==> src/rtl/cm_merge.sv <==
// Two-into-one merge for the Send/Ack pipeline: round-robin arbitration between
// upstream channels a and b, one-token holding register toward downstream.
module cm_merge #(
  parameter int DW = 8
) (
  input  logic          CP,
  input  logic          MR,
  input  logic          CM_Send_in_a,
  input  logic [DW-1:0] CM_Data_in_a,
  output logic          CM_Ack_out_a,
  input  logic          CM_Send_in_b,
  input  logic [DW-1:0] CM_Data_in_b,
  output logic          CM_Ack_out_b,
  output logic          CM_Send_out,
  output logic [DW-1:0] CM_Data_out,
  input  logic          CM_Ack_in,
  output logic          CM_Sel_out
);

  typedef enum logic {
    IDLE = 1'b0,
    BUSY = 1'b1
  } state_t;

  state_t        state_reg, state_next;
  logic          ptr_reg, ptr_next;        // 0 = a preferred on a tie, 1 = b
  logic          sel_reg, sel_next;
  logic [DW-1:0] data_reg, data_next;
  logic          ack_a_reg, ack_a_next;
  logic          ack_b_reg, ack_b_next;
  logic          send_reg, send_next;
  logic          in_done_reg, in_done_next;
  logic          out_done_reg, out_done_next;

  logic          grant_b;
  logic          granted_send;

  always_ff @(posedge CP or negedge MR) begin
    if (!MR) begin
      state_reg    <= IDLE;
      ptr_reg      <= 1'b0;
      sel_reg      <= 1'b0;
      data_reg     <= '0;
      ack_a_reg    <= 1'b0;
      ack_b_reg    <= 1'b0;
      send_reg     <= 1'b0;
      in_done_reg  <= 1'b0;
      out_done_reg <= 1'b0;
    end else begin
      state_reg    <= state_next;
      ptr_reg      <= ptr_next;
      sel_reg      <= sel_next;
      data_reg     <= data_next;
      ack_a_reg    <= ack_a_next;
      ack_b_reg    <= ack_b_next;
      send_reg     <= send_next;
      in_done_reg  <= in_done_next;
      out_done_reg <= out_done_next;
    end
  end

  always_comb begin
    state_next    = state_reg;
    ptr_next      = ptr_reg;
    sel_next      = sel_reg;
    data_next     = data_reg;
    ack_a_next    = ack_a_reg;
    ack_b_next    = ack_b_reg;
    send_next     = send_reg;
    in_done_next  = in_done_reg;
    out_done_next = out_done_reg;
    grant_b       = 1'b0;
    granted_send  = sel_reg ? CM_Send_in_b : CM_Send_in_a;

    case (state_reg)
      IDLE: begin
        // Downstream must have fully released before a new token is offered.
        if (!CM_Ack_in && (CM_Send_in_a || CM_Send_in_b)) begin
          grant_b       = CM_Send_in_b && (!CM_Send_in_a || ptr_reg);
          ptr_next      = !grant_b;
          sel_next      = grant_b;
          data_next     = grant_b ? CM_Data_in_b : CM_Data_in_a;
          ack_a_next    = !grant_b;
          ack_b_next    = grant_b;
          send_next     = 1'b1;
          in_done_next  = 1'b0;
          out_done_next = 1'b0;
          state_next    = BUSY;
        end
      end
      BUSY: begin
        if (in_done_reg && out_done_reg) begin
          in_done_next  = 1'b0;
          out_done_next = 1'b0;
          state_next    = IDLE;
        end else begin
          if (!in_done_reg && !granted_send) begin
            ack_a_next   = 1'b0;
            ack_b_next   = 1'b0;
            in_done_next = 1'b1;
          end
          if (send_reg && CM_Ack_in) begin
            send_next = 1'b0;
          end
          // send_reg only falls after Ack_in was seen high, so a low Ack_in
          // while send_reg is low closes the downstream half.
          if (!send_reg && !out_done_reg && !CM_Ack_in) begin
            out_done_next = 1'b1;
          end
        end
      end
      default: state_next = IDLE;
    endcase
  end

  assign CM_Ack_out_a = ack_a_reg;
  assign CM_Ack_out_b = ack_b_reg;
  assign CM_Send_out  = send_reg;
  assign CM_Data_out  = data_reg;
  assign CM_Sel_out   = sel_reg;

endmodule

==> config.mk <==
export PLATFORM = sky130hd
export DESIGN_NAME = cm_merge
export DESIGN_NICKNAME = d
export VERILOG_FILES = /design/src/rtl/cm_merge.sv
export SDC_FILE = /design/constraint.sdc
export NUM_CORES = 1
export LEC_CHECK = 0
export CORE_MARGIN = 1.5
export CORE_UTILIZATION = 42
export DETAILED_ROUTE_END_ITERATION = 8
export GPL_TIMING_DRIVEN = 1
export PLACE_DENSITY = 0.82
export SLEW_MARGIN = 20
export SYNTH_ARGS = -nofsm -noshare
export SYNTH_HDL_FRONTEND = slang
export SYNTH_SLANG_ARGS = --single-unit
==> constraint.sdc <==
create_clock -name CP -period 1.5 [get_ports CP]
set_input_delay 0.225 -clock CP [delete_from_list [all_inputs] [get_ports CP]]
set_output_delay 0.225 -clock CP [all_outputs]
set_load 0.005 [all_outputs]
==> results of run 1 <==
==> kinds of logic (layout without fill, tap and decap cells) <==
family                 count (synthesis)  after routing
AOI/OAI and AO/OA                     35             35
DFF                                   16             16
and+or+nand+nor                       13             13
buffers and inverters                  7             48
muxes                                  2              2
==> cells in the mapped netlist (all sizes together) <==
cell and n:
mux2 2, clkbuf 2, o2bb2ai 2, o22a 8, dfrtp 16, o21bai 1
buf 5, nor3b 1, a31o 1, o22ai 1, a311o 8, nand2 7
nor2 2, o211ai 1, nand2b 1, o21ai 5, or2 1, nor2b 1
a21boi 8
==> final timing paths <==
path | startpoint | endpoint | cells after the start
hold / removal | MR | CM_Data_out[1] | 2
min in group CP | CM_Data_out[3] | CM_Data_out[3] | 1
setup / recovery | CM_Send_out | CM_Send_out | 1
hold reg to reg | CM_Data_out[3] | CM_Data_out[3] | 1
setup reg to reg | ptr_reg | CM_Data_out[7] | 4
max in group asynchronous | MR | out_done_reg | 2
==> routing by layer <==
metal  track usage [%]  up-vias  wire (um)
met4              9.73        0         19
li1                  -      365          -
met5                 0        -          0
met2              29.6       21        947
met1              24.1      369        897
met3              2.26        2         74
==> power groups by stage <==
stage	clock network [mW]	logic, mW	registers (mW)
5_1_grt	0.309	1.10	0.832
3_3_place_gp	0	0.985	0.801
2_1_floorplan	0	0.493	0.776
4_1_cts	0.285	1.01	0.803
6_report	0.277	1.00	0.804
3_5_place_dp	0	1.01	0.811
==> layout make-up <==
type,count,area (um^2)
Fill cell,164,642
Sequential cell,16,400
Tap cell,27,33.8
Multi-Input combinational cell,50,387
Clock buffer,4,36.3
Timing Repair Buffer,44,423
==> metrics by stage <==
stage | worst slack, ps | setup TNS, ps | std cells | hold slack [ps] | cell area [um^2]
after floorplan | 171 | 0 | 73 | -70.6 | 845
after global placement | -175 | -1660 | 137 | 497 | 1240
after detailed placement | -200 | -2040 | 137 | 500 | 1240
after CTS | 67.6 | 0 | 141 | 248 | 1280
after global routing | 3.32 | 0 | 141 | 254 | 1280
final | 80.1 | 0 | 141 | 252 | 1280
==> flow_summary.yaml, run 1 <==
outcome:
  status: "completed"
logic_synthesis:
  synth_nets: 94
  synth_xor_area_share_pct: 0
  yosys_warnings: 0
  netlist_area_um2: 845
  synth_top_family_by_area: "compound AO/OA/AOI/OAI gates"
  synth_top_area_cell: "dfrtp_1"
  synth_top_area_share_pct: 47.4
  synthTopCellsByArea: "dfrtp_1, o22a_1, a311o_2, a21boi_0, nand2_1"
  synth_cell_type_count: 24
  synth.avg_cell_area_um2: 11.6
  synth_compound_gate_area_share_pct: 35.7
  synth_simple_gate_area_share_pct: 7.41
  syn-instance-count: 73
  yosysSeqAreaShare_pct: 47.4
  ys_ff_latch: 16
  synthAdderAreaFrac_pct: 0
  synthMuxAreaShare_pct: 2.67
drt:
  dr.pass1.iters: 4
  vias: 757
  drt_iter0_drc: 15
  ant_nets: 0
  vias_per_cell: 5.37
  drc: 0
  avgRoutedWirePerCell_um: 13.8
  wl_mm: 1.94
pwr:
  p_sw_mw: 0.640
  pwr_density_cell_mw_per_mm2: 1630
  p_int_mw: 1.45
  p_clk_share_pct: 13.3
  fin_total_pwr_mw: 2.09
  irDropWorstVdd_uv: 991
  swShare_pct: 30.7
  pwr-share-comb_pct: 48.2
  seq_power_share_pct: 38.6
  p_leak_nw: 0.503
die:
  core_area_mm2: 0.00192
  die-area_mm2: 0.00229
  start_util_pct: 43.9
  rows: 16
  die_x_um: 47.8
  dieHeight_um: 47.8
  pin_count: 33
cts:
  cts_tree: "yes"
  insertion_delay_ps: 280
  root_buffer: "clkbuf_4"
  clock_sinks: 16
  cts_setup_buffers: 0
  h-tree-depth: 1
  cts_made_buffers: 3
  cts_resized: 0
  hold_buffers: 0
  clockBufferDepth: 2
  clkTransAtPathRegs_ps: 90
sta:
  period_needed_ps: 1420
  fmax_mhz: 704
  maxSlewViolCount: 0
  fin_skew_ps: 5.64
  layout_worst_path_cycle_share_pct: 94.7
  setup_viol: 0
  slew_headroom_pct: 80.0
  rsz0062_at_grt: "no"
  tightestPinTransition_ps: 300
  hold_viol: 0
finish:
  largest_reg_flops: 8
  final_common_cell: "clkdlybuf4s50_1"
  final_net_count: 136
  area_delta_synth_final_pct: 51.6
  antennaDiodeCount: 0
  final_cell_mix: "clkdlybuf4s50_1, dfrtp_1, buf_4"
  final_layout_size_suffix_gt1_share_pct: 24.6
  fin_util_pct: 66.6
critical_path:
  required_ps: 1270
  crit_fanout: 4
  crit_family: "buffers and inverters"
  start_kind: "flip-flop"
  critPathBufInv: 1
  cp-end-kind: "output port"
  crit_chain: "clkdlybuf4s50_1"
  cp.arrival_ps: 1190
  rrSetupSlack_ps: 130
  crit_type: "reg -> out"
  max_stage_delay_ps: 520
  crit_path_top_delay_cell: "clkdlybuf4s50_1"
grt:
  overflow: 0
  grt_max_degree: 17
  grt_usage_pct: 18.4
  grt_antenna_before_repair: 0
  grt_pass1_vias: 723
  grt_pass1_wl_mm: 2.97
flow_run:
  maxCapViolCount: 0
placed_design:
  port_buffers: 32
  post-dp-hpwl_mm: 1.46
  gp_congestion: 0.736
min_path:
  holdCritPathClass: "in -> async"
Note: power is estimated with default switching activity, not from simulation.
==> inputs of run 2 (changes only) <==
--- a/config.mk
+++ b/config.mk
@@ -8,8 +8,9 @@
 export CORE_MARGIN = 1.5
 export CORE_UTILIZATION = 42
 export DETAILED_ROUTE_END_ITERATION = 8
-export GPL_TIMING_DRIVEN = 1
+export GPL_TIMING_DRIVEN = 0
 export PLACE_DENSITY = 0.82
+export REMOVE_ABC_BUFFERS = 1
 export SLEW_MARGIN = 20
 export SYNTH_ARGS = -nofsm -noshare
 export SYNTH_HDL_FRONTEND = slang
==> run 2 against run 1 <==
Compared with the run above: core utilization fell by 4.8 points; sequential share of layout area rose by 2.5 points; clock power rose by 1%; critical path type is now in -> reg; critical path depth rose by 3; via count fell by 10%; global-route usage fell by 3.2 points; sequential cell count did not move; cell count fell by 8.5%; highest routed layer is now met3.
==> flow_summary.yaml, run 2 (synthesis results as in run 1) <==
finish:
  regArea_um2: 402
  area_delta_synth_final_pct: 40.6
  antennaDiodeCount: 0
  multiInputGateArea_um2: 394
  final_layout_size_suffix_gt1_share_pct: 18.6
  fin_area_mm2: 0.00119
  n_fill_cell: 164
  final_common_cell: "clkdlybuf4s50_1"
  largest_reg_flops: 8
  final_cell_mix: "clkdlybuf4s50_1, dfrtp_1, a21boi_0, o22a_1, nand2_1"
  final_net_count: 124
die:
  die_x_um: 47.8
  start_util_pct: 43.9
  dieHeight_um: 47.8
  die-area_mm2: 0.00229
  pin_count: 33
  core_area_mm2: 0.00192
  rows: 16
placed_design:
  port_buffers: 32
  post-dp-hpwl_mm: 1.16
  gp_congestion: 0.693
  place_area_mm2: 0.00114
cts:
  cts_made_buffers: 3
  insertion_delay_ps: 280
  h-tree-depth: 1
  hold_buffers: 0
  root_buffer: "clkbuf_4"
  clock_sinks: 16
  cts_setup_buffers: 0
  clockBufferDepth: 2
  clkTransAtPathRegs_ps: 100
  cts_tree: "yes"
critical_path:
  start_kind: "input pin"
  endpoint: "CM_Data_out[5]"
  crit_path_top_delay_cell: "clkdlybuf4s50_1"
  crit_chain: "clkdlybuf4s50_1 -> nand2b_2 -> a311o_2 -> o22a_1"
  required_ps: 1670
  cp.arrival_ps: 1610
  r2r-end: "CM_Data_out[5]"
  cp_num_cells: 4
  crit_type: "in -> reg"
  cp-end-kind: "flip-flop"
  reg2reg_depth: 3
  startpoint: "CM_Send_in_a"
  rrSetupSlack_ps: 100
  reg2reg_from: "ptr_reg"
  max_stage_delay_ps: 570
  crit_family: "compound AO/OA/AOI/OAI gates"
  critPathBufInv: 1
  crit_fanout: 17
sta:
  tightestPinTransition_ps: 720
  setup_viol: 0
  layout_worst_path_cycle_share_pct: 96.0
  period_needed_ps: 1440
  slew_headroom_pct: 51.8
  fmax_mhz: 695
  timing.hold.ws_ps: 366
  maxSlewViolCount: 0
  fin_skew_ps: 3.43
  setup_tns_ps: 0
  rsz0062_at_grt: "no"
  hold_viol: 0
drt:
  ant_nets: 0
  avgRoutedWirePerCell_um: 12.6
  drc: 0
  drt_iter0_drc: 10
  wl_mm: 1.62
  vias_per_cell: 5.27
  dr.pass1.iters: 4
  vias: 680
flow_run:
  maxCapViolCount: 0
grt:
  grt_max_degree: 20
  grt_pass1_wl_mm: 2.46
  overflow: 0
  grt_usage_pct: 15.3
  grt_pass1_vias: 564
  grt_antenna_before_repair: 0
outcome:
  status: "completed"
min_path:
  holdCritPathClass: "in -> async"
pwr:
  pwr_density_cell_mw_per_mm2: 1640
  irDropWorstVdd_uv: 1010
  p_leak_nw: 0.444
==> run 2: changes by cell type in the layout (fill, tap and decap cells not counted), sizes merged <==
cell	change
buf	-12
clkdlybuf4s15	+1
clkdlybuf4s50	-1
==> run 2: what timing repair did <==
item | 4_1_cts | 5_1_grt
gates resized for setup | 5 | 1
cloned | 0 | 0
setup endpoints to repair | 15 | 2
==> run 2: per-layer routing <==
metal | vias to the layer above | GRT usage [%] | share of wire, %
met5 | - | 0 | 0
met4 | 0 | 3.24 | 0
met3 | 0 | 3.77 | 8.1
met2 | 24 | 23.2 | 45
met1 | 317 | 22.1 | 47
li1 | 339 | - | -
==> run 2: power breakdown <==
part / leakage (nW) / switching [mW] / total [mW] / internal (mW)
clock: 0.0210 / 0.133 / 0.281 / 0.147
sequential: 0.186 / 0.187 / 0.833 / 0.646
combinational: 0.237 / 0.280 / 0.835 / 0.556
total: 0.444 / 0.600 / 1.95 / 1.35
==> run 2: final cells by class <==
class	count	share of cell area, %
multi-input cells	50	33.2
repair buffers	32	27.1
clock buffers	4	3.06
flip-flops and latches	16	33.8
well taps	27	2.85
==> run 2: how the worst min path moves through the flow <==
stage          startpoint        endpoint  slack (ps)  cells past startpoint
3_3_place_gp      ptr_reg         ptr_reg         480                      1
3_5_place_dp      ptr_reg         ptr_reg         490                      1
4_1_cts                MR  CM_Data_out[2]         390                      1
5_1_grt                MR  CM_Data_out[2]         420                      1
6_report               MR  CM_Data_out[2]         370                      1
2_1_floorplan          MR    CM_Ack_out_a         -70                      0
==> run 2: stage by stage <==
step | total power, mW | setup slack, ps | cells | utilization, %
6_report | 1.95 | 60.4 | 129 | 61.8
5_1_grt | 2.12 | 15.3 | 129 | 61.8
4_1_cts | 1.96 | 45.3 | 129 | 61.7
3_5_place_dp | 1.67 | -807 | 125 | 59.4
3_3_place_gp | 1.65 | -802 | 125 | 59.4
2_1_floorplan | 1.20 | 150 | 66 | -
==> run 2: worst register-to-register path, cell delays in order, from the launching register on <==
cell,delay (ps)
dfrtp_1,380
nand2b_2,310
a311o_2,440
o22a_1,160
==> inputs of run 3 (changes only) <==
--- a/config.mk
+++ b/config.mk
@@ -11,7 +11,6 @@
 export GPL_TIMING_DRIVEN = 0
 export PLACE_DENSITY = 0.82
 export REMOVE_ABC_BUFFERS = 1
-export SLEW_MARGIN = 20
 export SYNTH_ARGS = -nofsm -noshare
 export SYNTH_HDL_FRONTEND = slang
 export SYNTH_SLANG_ARGS = --single-unit
==> results of run 3 <==
Final layout, timing and power as in run 2 (identical DEF).
